$ cat src/rtl/hdlverifier_jtag_dr_shifter.sv
// JTAG user DR engine in the tck domain: capture/shift/update into an addressed channel register file.
// Latency: write lands and ch_wr_pulse fires one tck after UPDATE-DR; no backpressure (the host owns the scan clock).
module hdlverifier_jtag_dr_shifter #(
    parameter int                DATA_W  = 8,
    parameter int                ADDR_W  = 4,
    parameter int                NUM_CH  = 4,
    parameter logic [DATA_W-1:0] RST_VAL = '0
) (
    input  logic                       tck,
    input  logic                       jtag_reset_n,
    input  logic                       tdi,
    output logic                       tdo,
    input  logic                       capture_dr,
    input  logic                       shift_dr,
    input  logic                       update_dr,
    output logic [NUM_CH*DATA_W-1:0]   ch_wdata,
    output logic [NUM_CH-1:0]          ch_wr_pulse,
    input  logic [NUM_CH*DATA_W-1:0]   ch_rdata,
    output logic                       len_err
);

    localparam int DR_LEN = DATA_W + ADDR_W + 1;
    localparam int CNT_W  = $clog2(DR_LEN + 2);

    localparam logic [CNT_W-1:0]  CNT_FULL = CNT_W'(DR_LEN);
    localparam logic [CNT_W-1:0]  CNT_SAT  = CNT_W'(DR_LEN + 1);
    localparam logic [ADDR_W:0]   NUM_CH_X = (ADDR_W + 1)'(NUM_CH);

    logic [DR_LEN-1:0] sr;
    logic [CNT_W-1:0]  bit_cnt;
    logic [ADDR_W-1:0] rd_addr;
    logic [DATA_W-1:0] rdsel;

    logic [DATA_W-1:0] fr_data;
    logic [ADDR_W-1:0] fr_addr;
    logic              fr_wr;
    logic              frame_ok;
    logic              addr_ok;
    logic              do_update;
    logic              wr_hit;

    assign fr_data   = sr[DATA_W-1:0];
    assign fr_addr   = sr[DATA_W +: ADDR_W];
    assign fr_wr     = sr[DR_LEN-1];
    assign frame_ok  = (bit_cnt == CNT_FULL);
    assign addr_ok   = ({1'b0, fr_addr} < NUM_CH_X);
    // Capture and shift outrank update so an overlapping strobe cannot commit a frame.
    assign do_update = update_dr & ~capture_dr & ~shift_dr;
    assign wr_hit    = do_update & frame_ok & fr_wr & addr_ok;

    assign tdo = sr[0];

    always_comb begin
        rdsel = '0;
        for (int k = 0; k < NUM_CH; k++) begin
            if (rd_addr == ADDR_W'(k)) begin
                rdsel = ch_rdata[k*DATA_W +: DATA_W];
            end
        end
    end

    always_ff @(posedge tck or negedge jtag_reset_n) begin
        if (!jtag_reset_n) begin
            sr      <= '0;
            bit_cnt <= '0;
            rd_addr <= '0;
            len_err <= 1'b0;
        end else if (capture_dr) begin
            sr      <= {len_err, rd_addr, rdsel};
            bit_cnt <= '0;
        end else if (shift_dr) begin
            sr <= {tdi, sr[DR_LEN-1:1]};
            if (bit_cnt != CNT_SAT) begin
                bit_cnt <= bit_cnt + 1'b1;
            end
        end else if (update_dr) begin
            if (frame_ok) begin
                rd_addr <= fr_addr;
                len_err <= 1'b0;
            end else begin
                len_err <= 1'b1;
            end
        end
    end

    always_ff @(posedge tck or negedge jtag_reset_n) begin
        if (!jtag_reset_n) begin
            ch_wdata    <= {NUM_CH{RST_VAL}};
            ch_wr_pulse <= '0;
        end else begin
            for (int k = 0; k < NUM_CH; k++) begin
                ch_wr_pulse[k] <= wr_hit && (fr_addr == ADDR_W'(k));
                if (wr_hit && (fr_addr == ADDR_W'(k))) begin
                    ch_wdata[k*DATA_W +: DATA_W] <= fr_data;
                end
            end
        end
    end

endmodule

$ cat config.mk
export PLATFORM = sky130hd
export DESIGN_NAME = hdlverifier_jtag_dr_shifter
export DESIGN_NICKNAME = d
export VERILOG_FILES = /design/src/rtl/hdlverifier_jtag_dr_shifter.sv
export SDC_FILE = /design/constraint.sdc
export NUM_CORES = 1
export LEC_CHECK = 0
export ABC_CLOCK_PERIOD_IN_PS = 1700
export CELL_PAD_IN_SITES_DETAIL_PLACEMENT = 1
export CELL_PAD_IN_SITES_GLOBAL_PLACEMENT = 1
export CORE_ASPECT_RATIO = 0.75
export CORE_MARGIN = 8
export CORE_UTILIZATION = 34
export DETAILED_ROUTE_END_ITERATION = 6
export PLACE_DENSITY = 0.86
export SLEW_MARGIN = 0
export SYNTH_ARGS = -nofsm -noshare
export SYNTH_HDL_FRONTEND = slang
export SYNTH_SLANG_ARGS = --single-unit
export TNS_END_PERCENT = 50
$ cat constraint.sdc
create_clock -name tck -period 1.7 [get_ports tck]
set_input_delay 0.34 -clock tck [delete_from_list [all_inputs] [get_ports tck]]
set_output_delay 0.34 -clock tck [all_outputs]
set_load 0.005 [all_outputs]
# --- Word level (Yosys, flattened, before mapping) ---
# Cells that the tools add are included.
# Widths: inputs -> output; s select.
totals:
  ff_bits: 58
  input_bits: 38
  output_inout_bits: 38
  wordCells: 47
op_classes:
  addsub: 1
  order_cmp: 1
  eq_ne: 8
  n_mux: 10
  bitwise: 7
  n_reduce_logical: 11
op_table:
  columns: ["operator", "n"]
  rows:
  - ["$mux 8", 4]
  - ["$mux 13", 2]
  - ["$eq 4x2->1 const B", 4]
  - ["$mux 4", 3]
  - ["$eq 4x1->1 const B", 2]
  - ["$logic_not 4->1", 2]
  - ["$and 1x1->1", 5]
  - ["$add 4x1->4 const B", 1]
  - ["$eq 4x4->1 const B", 1]
  - ["$logic_and 1x1->1", 4]
  - ["$lt 4x3->1 const B", 1]
  - ["$ne 4x4->1 const B", 1]
  - ["$reduce_and 4->1", 1]
  - ["$reduce_bool 2->1", 2]
  - ["$reduce_and 3->1", 1]
  - ["$not 1->1", 2]
  - ["$reduce_and 2->1", 1]
  - ["$mux 1", 1]

# --- Longest topological paths before layout ---
logic_depth:
  ltp_word: 7
  depth_mapped: 7
  mapped_depth_nobuf: 5

# --- Worst setup path before layout ---
# OpenSTA, ideal clock, no wires.
synth_path:
  path_type: "register to register"
  startpoint: "register bit_cnt[1]"
  endpoint: "register ch_wdata[25]"
  setup_ns: 0.125
  arrival_time_ns: 1.496
  required_ns: 1.575
  setup_slack_ns: 0.079
  stages_incl_launch_ff: 8
  path_buffers: 2
  period_less_slack_ns: 1.621
  path_cell_list: "dfrtp_1 inv_1 ha_1 and3_1 clkbuf_2 and4_1 buf_4 mux2_2"
synth_via:
  elab_chain_len: 5
synth_lines:
  columns: ["item", "line", "text"]
  rows:
  - ["start, declared", "30", "logic [CNT_W-1:0] bit_cnt;"]
  - ["start signal, assigned", "74", "bit_cnt <= bit_cnt + 1'b1;"]
  - ["$eq 4x4->1", "45", "assign frame_ok = (bit_cnt == CNT_FULL);"]
  - ["$and 1x1->1 (3 in series)", "49", "assign wr_hit = do_update & frame_ok & fr_wr & addr_ok;"]
  - ["$logic_and 1x1->1", "93", "if (wr_hit && (fr_addr == ADDR_W'(k))) begin"]
  - ["end signal, assigned", "88", "ch_wdata <= {NUM_CH{RST_VAL}};"]
  - ["end signal, assigned by index", "94", "ch_wdata[k*DATA_W +: DATA_W] <= fr_data;"]
  - ["end, declared", "16", "output logic [NUM_CH*DATA_W-1:0] ch_wdata,"]
# Every way passes these cells.
# A chain may end at the register's enable or synchronous reset.

# --- Worst setup path in the final report ---
layout_path:
  startpoint: "register sr[0]"
  endpoint: "output tdo"
layout_lines:
  columns: ["item", "line", "text"]
  rows:
  - ["start, declared", "29", "logic [DR_LEN-1:0] sr;"]
  - ["start signal, assigned", "69", "sr <= {len_err, rd_addr, rdsel};"]
  - ["start signal, assigned", "72", "sr <= {tdi, sr[DR_LEN-1:1]};"]
  - ["end, declared", "12", "output logic tdo,"]
# No word-level cell between the ends.

==> impl_metrics.yaml <==
worst_setup_path:
  path_class: "reg -> out"
  cp.arrival_ns: 1.30
  worstPathCellList: "clkdlybuf4s50_1"
  rrSetupSlack_ns: 0.08
  crit_fanout: 6
  crit_required_ns: 1.36
  reg2reg_from: "bit_cnt[0]"
  cp-end-kind: "output port"
  cpLargestDelayFamily: "buffers and inverters"
  slowest_delay_ns: 0.53
  worstReg2RegEnd: "ch_wdata[0]"
  cp_num_buf_inv: 1
  worst-path-stages: 1
  slowest_stage: "clkdlybuf4s50_1"
  start_kind: "flop"
  rr_worst_depth: 6
global_routing:
  overflow: 0
  grt_pass1_vias: 2382
  antenna_found_initial: 0
  grt_max_degree: 46
  grt_pass1_wl_mm: 12.7
  grt_use_total: 0.144
place:
  placed_area_um2: 3750
  gp_congestion: 0.730
  dp_hpwl_mm: 5.91
  place_inst: 414
  port_buffers: 75
synthesis:
  synth_nets: 263
  ys_warn_count: 0
  syn_avg_cell_area_um2: 12.3
  ys_types: 34
  synthCells: 222
  seq_area_frac_synth: 0.534
  synth-seq-cells: 58
  syn_area_um2: 2720
route:
  ant_nets: 0
  drtIter0Drc: 96
  drc_errors: 0
  vias: 2104
  drt_first_pass_iters: 4
  vias_per_cell: 4.87
  routed_wl_mm: 7.65
  wl_per_cell_um: 17.7
clocking:
  clkTransAtPathRegs_ns: 0.06
  htreeDepth: 3
  cts.sinks: 58
  clock_path_buffers: 2
  cts_tree: "built"
  root_buffer: "clkbuf_8"
  clock_latency_ns: 0.34
  numCtsBuffers: 9
finish:
  layout-drive-gt1-share: 0.306
  nets: 363
  instances_no_fill: 432
  layout_commonest_cell: "clkdlybuf4s50_1"
  antenna_cells: 0
  layout_common_cells: "73 x clkdlybuf4s50_1, 57 x dfrtp_1, 43 x mux2_2, 22 x inv_1, 20 x buf_4"
  postLayoutCellArea_um2: 4030
  fillers: 825
  final_util: 0.515
  syn_to_final_growth_pct: 48.0
run_status:
  status: "finished clean"
timing:
  tns_ns: 0
  slew-limit-headroom: 0.662
  fmax_mhz: 611
  hold_violations: 0
  finalCritPeriodShare: 0.962
  timing.final.crit_period_ns: 1.64
  final_max_slew_viol_count: 0
  skew_ns: 0.00884
  rsz0062_at_grt: "false"
  setup_viol: 0
  max_slew.worst_pin.slew_ns: 0.505
power:
  power_switching_w: 0.000708
  power_density_nw_per_um2: 804
  p_leak_nw: 1.92
  internal-power_w: 0.00253
  ir_drop_v: 0.000355
  clkPwrFrac: 0.458
  swShare: 0.219
  pwr-share-comb: 0.091
  power.share.sequential: 0.450
floorplan:
  dieArea_um2: 11100
  pin_count: 76
  rows: 28
  start_util: 0.348
  die_x_um: 119
  die_h_um: 93.5
  core_um2: 7810
worst_hold_path:
  hold_path_class: "in -> async"
job:
  maxCapViolCount: 0
-- registers in the layout (all words and copies together) (netlist names) --
name / cells
ch_wdata: 32
bit_cnt: 4
ch_wr_pulse: 4
rd_addr: 4
sr: 13
len_err: 1
-- synth_stat cells --
cell,count,area (um2)
clkbuf_1,7,26.3
nor2b_1,2,12.5
buf_6,1,11.3
and4_1,1,8.76
nand2b_1,1,6.26
inv_1,22,82.6
nand4_1,1,6.26
nand2_1,5,18.8
a31o_2,6,52.6
nor3b_2,2,25.0
and3_1,2,12.5
nor3_1,9,45.0
mux2i_1,6,60.1
a32o_1,7,70.1
clkbuf_2,1,5.00
a21o_1,1,7.51
and2_1,1,6.26
o31ai_1,2,15.0
nand4_2,3,37.5
mux2_2,43,484
buf_4,2,15.0
mux2_1,2,22.5
or3_1,3,18.8
and2_0,1,6.26
buf_2,1,5.00
dfrtp_1,58,1450
nor2_1,1,3.75
nor3b_4,1,18.8
ha_1,3,37.5
a21oi_1,11,55.1
o21bai_1,1,7.51
a221oi_1,2,17.5
o21ai_0,12,60.1
o21a_1,1,7.51
-- power by group through the flow --
stage	clock network [W]	registers, W	logic (W)
after floorplan	0	0.00146	0.000119
after global placement	0	0.00148	0.000283
after detailed placement	0	0.00148	0.000294
after CTS	0.00152	0.00146	0.000299
after global routing	0.00158	0.00146	0.000327
final	0.00148	0.00146	0.000296
-- worst reg2reg max path: stages, from the launching register on --
cell,delay [ns]
dfrtp_1,0.38
ha_1,0.21
and3_4,0.17
buf_4,0.15
nand4_2,0.10
buf_4,0.16
mux2_2,0.34
-- kinds of logic (layout without fill, tap and decap cells) --
kind of cell / count (synthesis) / count (layout) / synth area share
flops: 58 / 58 / 0.534
mux: 51 / 51 / 0.208
compound gates: 43 / 43 / 0.108
buf+inv: 34 / 139 / 0.0534
simple gates: 33 / 33 / 0.0833
fa+ha+maj: 3 / 3 / 0.0138
-- per-stage QoR --
step	setup slack [ns]	hold slack [ns]	total power (W)
6_report	0.0646	0.433	0.00324
3_5_place_dp	-0.286	0.250	0.00178
4_1_cts	0.00773	0.421	0.00328
2_1_floorplan	0.0793	0.0444	0.00158
5_1_grt	0.00794	0.457	0.00336
3_3_place_gp	-0.255	0.249	0.00176
-- worst max path at each step --
| stage | start | endpoint | slack (ns) |
|---|---|---|---|
| after detailed placement | capture_dr | ch_wdata[25] | -0.29 |
| final | sr[0] | tdo | 0.06 |
| after floorplan | bit_cnt[1] | ch_wdata[25] | 0.08 |
| after global routing | bit_cnt[1] | ch_wdata[13] | 0.008 |
| after CTS | bit_cnt[1] | ch_wdata[26] | 0.008 |
| after global placement | shift_dr | sr[5] | -0.25 |
-- area by class of cell --
type,instances,area (um2),share of cell area
well taps,105,131,0.0326
repair buffers,101,991,0.246
clock inverters,4,72.6,0.0180
multi-input cells,130,1130,0.281
flip-flops and latches,58,1450,0.361
inverters,22,82.6,0.0205
clock buffers,12,165,0.0410
-- layer usage --
metal,share of wire,GRT usage,vias to the layer above
met5,0,0,-
met4,0.016,0.0619,0
met3,0.063,0.0518,12
met2,0.49,0.237,68
met1,0.43,0.168,1026
li1,-,-,998
-- what timing repair did --
| item | CTS | global route |
|---|---|---|
| hold buffers | 1 | 0 |
| endpoints found under the hold margin | 13 | 0 |
| resized for setup | 1 | 6 |
| setup endpoints to repair | 1 | 33 |
| buffers inserted | 0 | 1 |
(Power assumes the default switching activity.)
